`src/rtl/alu_packet_ctrl.sv`:
```
// Packet sequencer for the UART ALU: parses a 4-byte header, then echoes the payload,
// sums it or multiplies it through an external multiplier, and streams the result back.
module alu_packet_ctrl #(
  parameter int OPERAND_W = 32,
  parameter int LEN_W     = 16
) (
  input  logic                 clk_i,
  input  logic                 rst_i,
  input  logic [7:0]           rx_data_i,
  input  logic                 rx_valid_i,
  output logic                 rx_ready_o,
  output logic [7:0]           tx_data_o,
  output logic                 tx_valid_o,
  input  logic                 tx_ready_i,
  output logic [OPERAND_W-1:0] mul_a_o,
  output logic [OPERAND_W-1:0] mul_b_o,
  output logic                 mul_valid_o,
  input  logic                 mul_ready_i,
  input  logic [OPERAND_W-1:0] mul_result_i,
  input  logic                 mul_done_i,
  output logic                 busy_o,
  output logic                 err_o
);

  localparam int NB     = OPERAND_W / 8;
  localparam int BIDX_W = (NB > 1) ? $clog2(NB) : 1;
  localparam int TXI_W  = BIDX_W + 1;
  localparam logic [7:0] OP_ECHO = 8'hEC;
  localparam logic [7:0] OP_ADD  = 8'hAD;
  localparam logic [7:0] OP_MUL  = 8'h88;

  typedef enum logic [3:0] {
    S_RX_OPCODE, S_RX_RESERVED, S_RX_LEN_LSB, S_RX_LEN_MSB,
    S_ECHO, S_ADD, S_MUL, S_MUL_WAIT, S_TRANSMIT, S_DRAIN
  } state_t;

  state_t                r_state;
  logic                  r_armed;
  logic [7:0]            r_op;
  logic [LEN_W-1:0]      r_len;
  logic [LEN_W-1:0]      r_cnt;
  logic [BIDX_W-1:0]     r_bidx;
  logic [TXI_W-1:0]      r_tx_idx;
  logic [OPERAND_W-1:0]  r_word;
  logic [OPERAND_W-1:0]  r_acc;
  logic [7:0]            r_tx_data;
  logic                  r_tx_valid;
  logic [OPERAND_W-1:0]  r_mul_a;
  logic [OPERAND_W-1:0]  r_mul_b;
  logic                  r_mul_valid;
  logic                  r_err;

  logic                  w_rx_ready;
  logic                  w_rx_fire;
  logic [LEN_W-1:0]      w_len;
  logic [LEN_W-1:0]      w_pay;
  logic                  w_last_byte;
  logic                  w_word_done;
  logic [OPERAND_W-1:0]  w_word_nxt;
  logic [7:0]            w_acc_byte;

  // rx_ready is held low for the first cycle after reset so reset leaves every output at 0
  always_comb begin
    w_rx_ready = 1'b0;
    case (r_state)
      S_RX_OPCODE, S_RX_RESERVED, S_RX_LEN_LSB, S_RX_LEN_MSB,
      S_ADD, S_MUL, S_DRAIN: w_rx_ready = 1'b1;
      S_ECHO:                w_rx_ready = ~r_tx_valid;
      default:               w_rx_ready = 1'b0;
    endcase
  end

  assign rx_ready_o  = r_armed & w_rx_ready;
  assign w_rx_fire   = rx_valid_i & rx_ready_o;
  assign w_len       = LEN_W'({rx_data_i, r_len[7:0]});
  assign w_pay       = (w_len < LEN_W'(4)) ? '0 : (w_len - LEN_W'(4));
  assign w_last_byte = ((r_cnt + LEN_W'(1)) == r_len);
  assign w_word_done = (r_bidx == BIDX_W'(NB - 1)) | w_last_byte;

  always_comb begin
    w_word_nxt = r_word;
    w_acc_byte = 8'h00;
    for (int b = 0; b < NB; b++) begin
      if (r_bidx == BIDX_W'(b)) w_word_nxt[8*b +: 8] = rx_data_i;
      if (r_tx_idx == TXI_W'(b)) w_acc_byte = r_acc[8*b +: 8];
    end
  end

  always_ff @(posedge clk_i or posedge rst_i) begin
    if (rst_i) begin
      r_state     <= S_RX_OPCODE;
      r_armed     <= 1'b0;
      r_op        <= 8'h00;
      r_len       <= '0;
      r_cnt       <= '0;
      r_bidx      <= '0;
      r_tx_idx    <= '0;
      r_word      <= '0;
      r_acc       <= '0;
      r_tx_data   <= 8'h00;
      r_tx_valid  <= 1'b0;
      r_mul_a     <= '0;
      r_mul_b     <= '0;
      r_mul_valid <= 1'b0;
      r_err       <= 1'b0;
    end else begin
      r_armed <= 1'b1;
      r_err   <= 1'b0;
      case (r_state)
        S_RX_OPCODE: if (w_rx_fire) begin
          r_op    <= rx_data_i;
          r_state <= S_RX_RESERVED;
        end
        S_RX_RESERVED: if (w_rx_fire) r_state <= S_RX_LEN_LSB;
        S_RX_LEN_LSB: if (w_rx_fire) begin
          r_len   <= LEN_W'(rx_data_i);
          r_state <= S_RX_LEN_MSB;
        end
        S_RX_LEN_MSB: if (w_rx_fire) begin
          r_len    <= w_pay;
          r_cnt    <= '0;
          r_bidx   <= '0;
          r_word   <= '0;
          r_tx_idx <= '0;
          case (r_op)
            OP_ECHO: r_state <= (w_pay == '0) ? S_RX_OPCODE : S_ECHO;
            OP_ADD: begin
              r_acc   <= '0;
              r_state <= (w_pay == '0) ? S_TRANSMIT : S_ADD;
            end
            OP_MUL: begin
              r_acc   <= OPERAND_W'(1);
              r_state <= (w_pay == '0) ? S_TRANSMIT : S_MUL;
            end
            default: begin
              r_err   <= 1'b1;
              r_state <= (w_pay == '0) ? S_RX_OPCODE : S_DRAIN;
            end
          endcase
        end
        S_ECHO: begin
          if (w_rx_fire) begin
            r_tx_data  <= rx_data_i;
            r_tx_valid <= 1'b1;
            r_cnt      <= r_cnt + LEN_W'(1);
          end else if (r_tx_valid && tx_ready_i) begin
            r_tx_valid <= 1'b0;
            if (r_cnt == r_len) r_state <= S_RX_OPCODE;
          end
        end
        S_ADD, S_MUL: if (w_rx_fire) begin
          r_cnt <= r_cnt + LEN_W'(1);
          if (w_word_done) begin
            r_word <= '0;
            r_bidx <= '0;
            if (r_state == S_ADD) begin
              r_acc <= r_acc + w_word_nxt;
              if (w_last_byte) r_state <= S_TRANSMIT;
            end else begin
              r_mul_a     <= r_acc;
              r_mul_b     <= w_word_nxt;
              r_mul_valid <= 1'b1;
              r_state     <= S_MUL_WAIT;
            end
          end else begin
            r_word <= w_word_nxt;
            r_bidx <= r_bidx + BIDX_W'(1);
          end
        end
        S_MUL_WAIT: begin
          if (r_mul_valid && mul_ready_i) r_mul_valid <= 1'b0;
          if (mul_done_i) begin
            r_acc   <= mul_result_i;
            r_state <= (r_cnt == r_len) ? S_TRANSMIT : S_MUL;
          end
        end
        // r_tx_idx counts bytes already loaded into the tx register
        S_TRANSMIT: begin
          if (!r_tx_valid) begin
            r_tx_data  <= w_acc_byte;
            r_tx_valid <= 1'b1;
            r_tx_idx   <= r_tx_idx + TXI_W'(1);
          end else if (tx_ready_i) begin
            if (r_tx_idx == TXI_W'(NB)) begin
              r_tx_valid <= 1'b0;
              r_tx_idx   <= '0;
              r_state    <= S_RX_OPCODE;
            end else begin
              r_tx_data <= w_acc_byte;
              r_tx_idx  <= r_tx_idx + TXI_W'(1);
            end
          end
        end
        S_DRAIN: if (w_rx_fire) begin
          r_cnt <= r_cnt + LEN_W'(1);
          if (w_last_byte) r_state <= S_RX_OPCODE;
        end
        default: r_state <= S_RX_OPCODE;
      endcase
    end
  end

  assign tx_data_o   = r_tx_data;
  assign tx_valid_o  = r_tx_valid;
  assign mul_a_o     = r_mul_a;
  assign mul_b_o     = r_mul_b;
  assign mul_valid_o = r_mul_valid;
  assign busy_o      = (r_state != S_RX_OPCODE);
  assign err_o       = r_err;

endmodule

```
`config.mk`:
```
export PLATFORM = sky130hd
export DESIGN_NAME = alu_packet_ctrl
export DESIGN_NICKNAME = d
export VERILOG_FILES = /design/src/rtl/alu_packet_ctrl.sv
export SDC_FILE = /design/constraint.sdc
export NUM_CORES = 1
export LEC_CHECK = 0
export BUFFER_PORTS_ARGS = -buffer_cell sky130_fd_sc_hd__buf_2
export CORE_MARGIN = 1.5
export CORE_UTILIZATION = 40
export CTS_CLUSTER_DIAMETER = 80
export DETAILED_ROUTE_END_ITERATION = 10
export PLACE_DENSITY = 0.58
export SYNTH_ARGS = -nofsm -noshare
export SYNTH_HDL_FRONTEND = slang
export SYNTH_SLANG_ARGS = --single-unit
```
`constraint.sdc`:
```
create_clock -name clk_i -period 7.65 [get_ports clk_i]
set_clock_uncertainty 0.1 [all_clocks]
set_input_delay 1.9125 -clock clk_i [delete_from_list [all_inputs] [get_ports clk_i]]
set_output_delay 1.9125 -clock clk_i [all_outputs]
set_load 0.01 [all_outputs]
```
==> results of run 1 <==
[flip-flops by register name, indices dropped and copies added (netlist names)]
register,cells
mul_a_o,32
mul_b_o,32
r_acc,32
r_word,32
r_cnt,16
r_len,16
r_op,8
tx_data_o,8
r_state,4
r_tx_idx,3
r_bidx,2
err_o,1
mul_valid_o,1
r_armed,1
tx_valid_o,1
[where the power goes]
| group | internal (mW) | total [mW] | switching (mW) |
|---|---|---|---|
| combinational | 0.265 | 0.651 | 0.386 |
| sequential | 1.09 | 1.27 | 0.175 |
| clock | 0.435 | 0.883 | 0.448 |
| total | 1.79 | 2.80 | 1.01 |
[final timing paths]
check	startpoint	end	slack, ns	cells past startpoint
max	rx_data_i[0]	r_acc[26]$_DFFE_PP0P_	2.54	15
min	r_word[9]$_DFFE_PP0P_	r_word[9]$_DFFE_PP0P_	0.38	2
max reg2reg	r_bidx[0]$_DFFE_PP0P_	r_acc[26]$_DFFE_PP0P_	3.13	16
min reg2reg	r_word[9]$_DFFE_PP0P_	r_word[9]$_DFFE_PP0P_	0.38	2
max in group asynchronous	rst_i	r_len[1]$_DFFE_PP0P_	4.84	3
min in group asynchronous	rst_i	r_state[1]$_DFFE_PP0P_	1.40	2
[critical path: stages]
cell	delay, ns
sky130_fd_sc_hd__buf_2	0.21
sky130_fd_sc_hd__mux2i_1	0.25
sky130_fd_sc_hd__inv_1	0.07
sky130_fd_sc_hd__ha_1	0.22
sky130_fd_sc_hd__fa_1	0.41
sky130_fd_sc_hd__a21o_1	0.17
sky130_fd_sc_hd__a21oi_1	0.27
sky130_fd_sc_hd__o21ai_0	0.28
sky130_fd_sc_hd__a31oi_1	0.46
sky130_fd_sc_hd__o21ai_0	0.23
sky130_fd_sc_hd__a21oi_1	0.18
sky130_fd_sc_hd__o21ai_0	0.15
sky130_fd_sc_hd__a211oi_1	0.26
sky130_fd_sc_hd__o31a_1	0.15
sky130_fd_sc_hd__o21ai_0	0.06
[cells by family after synthesis]
logic type,Yosys count,synth area share (%)
AND/OR/NAND/NOR,404,16.33
AO/OA/AOI/OAI,370,20.34
adder cells (fa/ha/maj),43,4.822
flip-flops,189,41.80
XOR/XNOR,58,4.490
multiplexers,72,6.757
other,1,0.03315
buffers and inverters,143,5.419
[cells in the final DEF, fill, tap and decap left out, types with 8 or more instances in the layout]
| cell | Yosys | final |
|---|---|---|
| sky130_fd_sc_hd__dfrtp_1 | 189 | 189 |
| sky130_fd_sc_hd__nand2_1 | 179 | 179 |
| sky130_fd_sc_hd__o21ai_0 | 140 | 140 |
| sky130_fd_sc_hd__buf_2 | 16 | 122 |
| sky130_fd_sc_hd__nor2_1 | 98 | 98 |
| sky130_fd_sc_hd__a21oi_1 | 87 | 87 |
| sky130_fd_sc_hd__inv_1 | 61 | 60 |
| sky130_fd_sc_hd__ha_1 | 42 | 42 |
| sky130_fd_sc_hd__mux2i_1 | 37 | 37 |
| sky130_fd_sc_hd__xnor2_1 | 35 | 35 |
| sky130_fd_sc_hd__mux2_2 | 35 | 35 |
| sky130_fd_sc_hd__nand3_1 | 24 | 24 |
| sky130_fd_sc_hd__xor2_1 | 23 | 23 |
| sky130_fd_sc_hd__nor3_1 | 22 | 22 |
| sky130_fd_sc_hd__a22oi_1 | 21 | 21 |
| sky130_fd_sc_hd__clkbuf_16 | 0 | 17 |
| sky130_fd_sc_hd__a21o_1 | 11 | 11 |
| sky130_fd_sc_hd__nand2b_1 | 11 | 11 |
| sky130_fd_sc_hd__a31oi_1 | 11 | 11 |
| sky130_fd_sc_hd__o31ai_1 | 11 | 11 |
| sky130_fd_sc_hd__and3_1 | 10 | 10 |
| sky130_fd_sc_hd__a22o_1 | 9 | 9 |
| sky130_fd_sc_hd__a221oi_1 | 9 | 9 |
| sky130_fd_sc_hd__nand4_1 | 8 | 8 |
| sky130_fd_sc_hd__o21bai_1 | 8 | 8 |
[metal layers]
layer  vias to the layer above  part of all wire [%]  global-route usage [%]
met2                       249                    47                   38.32
met5                         -                     0                       0
li1                       4639                     -                       -
met3                        47                   4.9                   4.303
met1                      4614                    46                   31.66
met4                         0                   2.3                   7.323
[stage by stage]
stage	area (um^2)	utilization, %
6_report	12650	45.55
5_1_grt	12650	45.55
4_1_cts	12650	45.55
3_5_place_dp	12080	43.48
3_3_place_gp	12080	43.48
2_1_floorplan	11310	-
[area by class of cell]
class                           count  area, um^2  area share, %
Clock buffer                       17       425.4          3.362
Tap cell                          378       473.0          3.738
Multi-Input combinational cell    948        5978          47.25
Inverter                           61       236.5          1.869
Sequential cell                   189        4730          37.38
Timing Repair Buffer              129       663.1          5.241
Clock inverter                     14       147.6          1.167
==> results.cfg, run 1 <==
[status]
run_status = finished clean

[routing]
detail-route-antenna-nets = 0
route.final.wire_length_mm = 33.61
dr.pass1.iters = 5
routed-via-count = 9549
drt-initial-drc-count = 573
drc = 0
routed_via_density = 5.501
wl_per_cell_um = 19.36

[timing]
timing_hold_violations_final = 0
maxSlewHeadroom_pct = 22.52
final.setup.worst_slack_ns = 2.543
setup_violators_final = 0
tightest_slew_ns = 1.153
post-route-min-period_ns = 5.107
layout_worst_path_cycle_share_pct = 66.76
final_max_slew_viol_count = 0
max_freq_mhz = 195.8
rsz0062_at_grt = no
tns_ns = 0
post_route_hold_slack_ns = 0.3821

[layout]
fillers = 2831
finish.cell_count_without_fillers = 1736
final_layout_size_suffix_gt1_share_pct = 15.83
flow.area_growth_from_synthesis_pct = 11.84
num_antenna_cells = 0
fin_nets = 1435

[place]
placed_instances = 1705
dpl_worst_slack_ns = 2.156
dpl.hpwl_mm = 24.34
gp_congestion = 0.9012
placement.io_buffers = 122

[synthesis]
yosys-top-cells-area = sky130_fd_sc_hd__dfrtp_1 (42%), sky130_fd_sc_hd__o21ai_0 (6.2%), sky130_fd_sc_hd__nand2_1 (5.9%)
synth_top_cell_by_area = sky130_fd_sc_hd__dfrtp_1
synth_area_um2 = 11310
count_leader_synth = sky130_fd_sc_hd__dfrtp_1
yosys.area.top_type_share_pct = 41.80
synthesized_netlist_cell_count = 1280
synth.top_cells.by_count = sky130_fd_sc_hd__dfrtp_1 (189), sky130_fd_sc_hd__nand2_1 (179), sky130_fd_sc_hd__o21ai_0 (140)
synth_fp_nets = 1369
synth_edf_count = 0
synth-seq-area-share_pct = 41.80
synth-seq-cells = 189
synth_warnings = 0
synth_flop_cell = sky130_fd_sc_hd__dfrtp_1
syn_area_per_cell_um2 = 8.839
synth.lib_cells_used.distinct = 80
ys_async_sr_fraction_pct = 100.0

[clock_network]
cts_tree = yes
post_cts.repair.setup_buffers = 0
tritoncts.num_buffers = 17
cts.hold.buffers_added = 0
clock_latency_ns = 0.45
post_cts_resize_count = 0
cts_htree_levels = 4
cts_sinks = 189
clock_tree.buffer_depth = 2
cts_root_buf = sky130_fd_sc_hd__clkbuf_16
clk_transition_reported_paths_ns = 0.08

[grt]
global_route.usage.total_pct = 23.50
globalRoute.totalOverflow = 0
vias_in_the_first_global_route = 9147
grt_start_max_net_pins = 68
antenna_found_initial = 0
grt_pass1_wl_mm = 52.32

[die]
die-area_um2 = 29300
core_area_um2 = 27780
ios = 123
chipWidth_um = 171.2
floorplan.initialDensity_pct = 40.72
die_height_um = 171.2
floorplan.rows = 61

[setup_path]
critical_path_launch_point_type = input port
worst-endpoint-arrival_ns = 5.31
worstPathMaxFanout = 13
worst_ep_required_time_ns = 7.85
end_kind = register
crit_type = in2reg

[power_and_ir_drop]
total_power_mw = 2.801
ir_worst_vdd_mv = 0.1615
power_density_nw_per_um2 = 221.4
power.static_leakage_nw = 6.102

[hold_path]
hp-class = reg2reg

[flow_run]
cap_violations = 0
Note: power is estimated with default switching activity, not from simulation.
==> run 2, diff against run 1 <==
--- a/config.mk
+++ b/config.mk
@@ -5,12 +5,13 @@
 export SDC_FILE = /design/constraint.sdc
 export NUM_CORES = 1
 export LEC_CHECK = 0
+export ABC_AREA = 1
 export BUFFER_PORTS_ARGS = -buffer_cell sky130_fd_sc_hd__buf_2
 export CORE_MARGIN = 1.5
 export CORE_UTILIZATION = 40
 export CTS_CLUSTER_DIAMETER = 80
 export DETAILED_ROUTE_END_ITERATION = 10
-export PLACE_DENSITY = 0.58
+export PLACE_DENSITY = 0.6
 export SYNTH_ARGS = -nofsm -noshare
 export SYNTH_HDL_FRONTEND = slang
 export SYNTH_SLANG_ARGS = --single-unit
==> constraint.sdc (replaced) <==
create_clock -name clk_i -period 4.6 [get_ports clk_i]
set_clock_uncertainty 0.1 [all_clocks]
set_input_delay 1.15 -clock clk_i [delete_from_list [all_inputs] [get_ports clk_i]]
set_output_delay 1.15 -clock clk_i [all_outputs]
set_load 0.01 [all_outputs]
==> results.cfg, run 2 <==
[routing]
drc = 0
detail-route-antenna-nets = 0
wl_per_cell_um = 17.67
drt-initial-drc-count = 1108
routed-via-count = 12010
routed_via_density = 5.273
dr.pass1.iters = 5
route.final.wire_length_mm = 40.23

[synthesis]
synth_warnings = 0
count_leader_synth = sky130_fd_sc_hd__nand2_1
yosys.area.top_type_share_pct = 38.74
synth_edf_count = 0
synth_top_cell_by_area = sky130_fd_sc_hd__dfrtp_1
synth_simple_gate_area_share_pct = 30.03
synth-seq-area-share_pct = 38.74
syn_area_per_cell_um2 = 6.859
synth_flop_cell = sky130_fd_sc_hd__dfrtp_1
synth.lib_cells_used.distinct = 52
synth-seq-cells = 189
synth_fp_nets = 1869
synth_top_family_by_area = simple AND/OR/NAND/NOR gates
yosys-mux-area-fraction_pct = 0
ys_async_sr_fraction_pct = 100.0
synth_area_um2 = 12210
adder_cell_share_of_the_synthesized_area_pct = 4.468
synthesized_netlist_cell_count = 1780
complex_gate_fraction_of_the_synthesized_area_pct = 15.57
yosys-top-cells-area = sky130_fd_sc_hd__dfrtp_1 (39%), sky130_fd_sc_hd__nand2_1 (17%), sky130_fd_sc_hd__o21ai_0 (7.1%)
synth.top_cells.by_count = sky130_fd_sc_hd__nand2_1 (549), sky130_fd_sc_hd__inv_1 (229), sky130_fd_sc_hd__dfrtp_1 (189)
synth-xor-area-share_pct = 1.691

[clock_network]
cts_sinks = 189
post_cts_resize_count = 0
cts_root_buf = sky130_fd_sc_hd__clkbuf_16
cts_htree_levels = 4
cts_tree = yes
tritoncts.num_buffers = 17
cts.hold.buffers_added = 0
clk_transition_reported_paths_ns = 0.08
clock_latency_ns = 0.46
post_cts.repair.setup_buffers = 0
clock_tree.buffer_depth = 2

[setup_path]
cp_common_cell = sky130_fd_sc_hd__o21ai_0
worst-endpoint-arrival_ns = 4.46
critical_path.reg2reg.endpoint = r_acc[30]$_DFFE_PP0P_
cpMaxStageDelayCell = sky130_fd_sc_hd__o21ai_0
r2r-start = r_bidx[0]$_DFFE_PP0P_
ff2ff_path_depth = 15
crit_type = reg2reg
end_kind = register
critPathLaunch = r_bidx[0]$_DFFE_PP0P_
critical-path-max-stage-delay_ns = 0.54
setup.reg_to_reg.worst_slack_ns = 0.43
critical_path_launch_point_type = register
worstPathMaxFanout = 16
worstPathCellList = inv_1 > ha_1 > o21ai_0 > ha_1 > fa_1 > nand2_1 > o21ai_0 > a21boi_0 > o21ai_0 > nand3_1 > nand3_1 > nand2_1 > o21ai_0 > nand3_1 > nand2_1
worst_ep_required_time_ns = 4.89
cp-endpoint = r_acc[30]$_DFFE_PP0P_

[power_and_ir_drop]
power_density_nw_per_um2 = 438.8
power.static_leakage_nw = 6.823
ir_worst_vdd_mv = 0.3118
total_power_mw = 6.055

[timing]
maxSlewHeadroom_pct = 42.87
tightest_slew_ns = 0.8479
post-route-min-period_ns = 4.166
tns_ns = 0
rsz0062_at_grt = no
layout_worst_path_cycle_share_pct = 90.56
max_freq_mhz = 240.0
setup_violators_final = 0
final_max_slew_viol_count = 0
post_route_hold_slack_ns = 0.3778
timing_hold_violations_final = 0

[grt]
antenna_found_initial = 0
vias_in_the_first_global_route = 11130
global_route.usage.total_pct = 26.14
grt_start_max_net_pins = 137
grt_pass1_wl_mm = 62.58
globalRoute.totalOverflow = 0

[die]
floorplan.initialDensity_pct = 40.87
chipWidth_um = 177.7
floorplan.rows = 63
ios = 123
core_area_um2 = 29870
die_height_um = 177.7
die-area_um2 = 31580

[layout]
fillers = 3162
num_antenna_cells = 0
final_layout_size_suffix_gt1_share_pct = 10.28
fin_nets = 1964
commonest_cells_after_routing_fill_and_taps_aside = sky130_fd_sc_hd__nand2_1 (549), sky130_fd_sc_hd__inv_1 (228), sky130_fd_sc_hd__dfrtp_1 (189), sky130_fd_sc_hd__o21ai_0 (172), sky130_fd_sc_hd__nor2_1 (147)
layout_commonest_cell = sky130_fd_sc_hd__nand2_1
flow.area_growth_from_synthesis_pct = 13.03

[place]
placement.io_buffers = 122
gp_congestion = 0.9540
dpl.hpwl_mm = 30.57

[hold_path]
hp-class = reg2reg

[status]
run_status = finished clean

[flow_run]
cap_violations = 0
==> run 2: worst min-delay path by stage <==
stage,from,to,depth (start not counted)
6_report,r_word[29]$_DFFE_PP0P_,r_word[29]$_DFFE_PP0P_,2
5_1_grt,r_word[29]$_DFFE_PP0P_,r_word[29]$_DFFE_PP0P_,2
2_1_floorplan,r_word[31]$_DFFE_PP0P_,r_word[31]$_DFFE_PP0P_,2
4_1_cts,r_word[27]$_DFFE_PP0P_,r_word[27]$_DFFE_PP0P_,2
3_5_place_dp,r_word[27]$_DFFE_PP0P_,r_word[27]$_DFFE_PP0P_,2
3_3_place_gp,r_word[31]$_DFFE_PP0P_,r_word[31]$_DFFE_PP0P_,2
==> run 2: area by class of cell <==
class | count | area [um^2] | area share (%)
multi-input combinational | 1293 | 6349 | 46.01
sequential | 189 | 4730 | 34.27
inverter | 235 | 885.9 | 6.419
timing repair buffer | 139 | 763.2 | 5.531
tap | 390 | 488.0 | 3.536
clock buffer | 18 | 429.2 | 3.110
clock inverter | 13 | 155.1 | 1.124
==> run 2: logic make-up (layout without fill, tap and decap cells) <==
family | Yosys count | count (layout)
AO/OA/AOI/OAI | 343 | 343
XOR/XNOR | 22 | 22
adder cells (fa/ha/maj) | 43 | 43
buffers and inverters | 298 | 405
flip-flops | 189 | 189
other | 1 | 1
AND/OR/NAND/NOR | 884 | 884
==> run 2: per-layer routing <==
layer | GRT usage [%] | wire length, um
met3 | 3.256 | 1872
met1 | 36.92 | 19240
met4 | 7.878 | 979
met5 | 0 | 0
met2 | 41.72 | 18140
==> run 2: worst max-delay path, delay by kind of cell (launching register included) <==
| family | cells | cell delay (ns) |
|---|---|---|
| compound gates | 5 | 2.10 |
| fa+ha+maj | 3 | 0.87 |
| buf+inv | 1 | 0.10 |
| flops | 1 | 0.40 |
| simple gates | 6 | 0.54 |
==> run 2: metrics by stage <==
| step | util, % | setup slack, ns | area [um^2] | std cells |
|---|---|---|---|---|
| final | 46.19 | 0.4342 | 13800 | 2277 |
| after global routing | 46.19 | 0.1396 | 13800 | 2277 |
| after CTS | 46.19 | 0.5563 | 13800 | 2277 |
| after detailed placement | 44.24 | 0.2249 | 13220 | 2246 |
| after global placement | 44.24 | 0.3234 | 13220 | 2246 |
| after floorplan | - | 0.9155 | 12210 | 1780 |
==> run 2: report_power, final <==
part | internal [mW] | leakage, nW | switching (mW)
Clock | 0.771 | 0.279 | 0.745
Combinational | 0.746 | 4.02 | 1.57
Sequential | 1.96 | 2.53 | 0.263
Total | 3.47 | 6.82 | 2.58
==> run 3, diff against run 2 <==
==> constraint.sdc (replaced) <==
create_clock -name clk_i -period 4.6 [get_ports clk_i]
set_clock_uncertainty 0.1 [all_clocks]
set_input_delay 0.69 -clock clk_i [delete_from_list [all_inputs] [get_ports clk_i]]
set_output_delay 0.69 -clock clk_i [all_outputs]
set_load 0.01 [all_outputs]
==> results.cfg, run 3 (synthesis gave the netlist of run 2 again) <==
[status]
run_status = finished clean

[die]
core_area_um2 = 29870
floorplan.rows = 63
die_height_um = 177.7
chipWidth_um = 177.7
die-area_um2 = 31580
ios = 123
floorplan.initialDensity_pct = 40.87

[power_and_ir_drop]
total_power_mw = 6.115
power_density_nw_per_um2 = 441.3
ir_worst_vdd_mv = 0.3092
power.static_leakage_nw = 6.871

[setup_path]
end_kind = register
worst-endpoint-arrival_ns = 4.07
worstPathCellList = inv_1 > ha_1 > o21ai_0 > ha_1 > fa_1 > nand2_1 > o21ai_0 > buf_4 > a21boi_0 > inv_1 > nand4_1 > nand3_1 > nand2_1 > nand3_1 > nand2_1 > nand3_1 > nand2_1
ff2ff_path_depth = 17
setup.reg_to_reg.worst_slack_ns = 0.82
cpMaxStageDelayCell = sky130_fd_sc_hd__a21boi_0
worst_ep_required_time_ns = 4.89
crit_type = reg2reg
critical-path-max-stage-delay_ns = 0.51
critical_path_launch_point_type = register
worstPathMaxFanout = 16
r2r-start = r_bidx[0]$_DFFE_PP0P_
cp_common_cell = sky130_fd_sc_hd__nand2_1
critical_path.reg2reg.endpoint = r_acc[22]$_DFFE_PP0P_

[clock_network]
cts_htree_levels = 4
cts_root_buf = sky130_fd_sc_hd__clkbuf_16
tritoncts.num_buffers = 17
cts_tree = yes
clk_transition_reported_paths_ns = 0.09
cts.hold.buffers_added = 0
post_cts.repair.setup_buffers = 0
clock_latency_ns = 0.46
cts_sinks = 189
post_cts_resize_count = 0
clock_tree.buffer_depth = 2

[routing]
drc = 0
drt-initial-drc-count = 1133
dr.pass1.iters = 6
route.final.wire_length_mm = 41.17
routed-via-count = 12060
wl_per_cell_um = 18.02
detail-route-antenna-nets = 0
routed_via_density = 5.277

[timing]
timing_hold_violations_final = 0
tightest_slew_ns = 0.8442
layout_worst_path_cycle_share_pct = 82.19
tns_ns = 0
final_max_slew_viol_count = 0
setup_violators_final = 0
maxSlewHeadroom_pct = 43.51
final.setup.worst_slack_ns = 0.8191
rsz0062_at_grt = no
max_freq_mhz = 264.5
post-route-min-period_ns = 3.781

[grt]
global_route.usage.total_pct = 26.81
antenna_found_initial = 1
grt_pass1_wl_mm = 63.80
grt_start_max_net_pins = 138
globalRoute.totalOverflow = 0
vias_in_the_first_global_route = 11400

[layout]
final_layout_size_suffix_gt1_share_pct = 10.71
layout_commonest_cell = sky130_fd_sc_hd__nand2_1
commonest_cells_after_routing_fill_and_taps_aside = sky130_fd_sc_hd__nand2_1 (549), sky130_fd_sc_hd__inv_1 (228), sky130_fd_sc_hd__dfrtp_1 (189), sky130_fd_sc_hd__o21ai_0 (172), sky130_fd_sc_hd__nor2_1 (147)
num_antenna_cells = 0
fillers = 3137
layout.area.seq_um2 = 4730
multi_input_area_um2 = 6349
flow.area_growth_from_synthesis_pct = 13.51
fin_nets = 1971

[place]
dpl.hpwl_mm = 30.99
gp_congestion = 0.9536
placement.io_buffers = 122
dpl_worst_slack_ns = 0.9498

[hold_path]
hp-class = in2async

[flow_run]
cap_violations = 0
[run 3: where the power goes]
part	switching [mW]	total [mW]	internal (mW)
Combinational	1.58	2.37	0.790
Clock	0.778	1.52	0.742
Sequential	0.265	2.22	1.96
[run 3: metal layers]
layer | global-route usage, % | vias to the layer above | wire (um)
met3 | 4.177 | 62 | 2316
met5 | 0 | - | 9
li1 | - | 5993 | -
met2 | 42.30 | 367 | 18480
met1 | 37.16 | 5635 | 19160
met4 | 9.629 | 2 | 1202
[run 3: layout make-up]
cell class | count | share of cell area [%]
repair buffers | 146 | 5.887
inverters | 235 | 6.392
flip-flops and latches | 189 | 34.13
clock buffers | 18 | 3.169
well taps | 390 | 3.521
multi-input cells | 1293 | 45.81
clock inverters | 14 | 1.092
[run 3: critical path, delay by kind of cell (launching register included)]
family,cells,cell delay (ns)
simple gates,8,0.83
fa+ha+maj,3,1.10
buf+inv,3,0.41
flops,1,0.42
compound gates,3,0.84
[run 3: per-stage QoR]
stage / hold slack [ns] / instance area, um^2 / cells / util (%)
after floorplan: 0.3436 / 12210 / 1780 / -
after global placement: 0.3568 / 13270 / 2253 / 44.41
after detailed placement: 0.3595 / 13270 / 2253 / 44.41
after CTS: 0.3796 / 13860 / 2285 / 46.39
after global routing: 0.3944 / 13860 / 2285 / 46.39
final: 0.3515 / 13860 / 2285 / 46.39
[run 3: worst max-delay path by stage]
| stage | startpoint | endpoint | slack, ns | cells past startpoint |
|---|---|---|---|---|
| after floorplan | r_bidx[0]$_DFFE_PP0P_ | r_acc[10]$_DFFE_PP0P_ | 1.37 | 17 |
| after global placement | r_bidx[0]$_DFFE_PP0P_ | r_acc[18]$_DFFE_PP0P_ | 1.03 | 17 |
| after detailed placement | r_bidx[0]$_DFFE_PP0P_ | r_acc[10]$_DFFE_PP0P_ | 0.95 | 17 |
| after CTS | r_bidx[0]$_DFFE_PP0P_ | r_acc[22]$_DFFE_PP0P_ | 0.92 | 17 |
| after global routing | r_bidx[0]$_DFFE_PP0P_ | r_acc[18]$_DFFE_PP0P_ | 0.47 | 17 |
| final | r_bidx[0]$_DFFE_PP0P_ | r_acc[22]$_DFFE_PP0P_ | 0.82 | 17 |
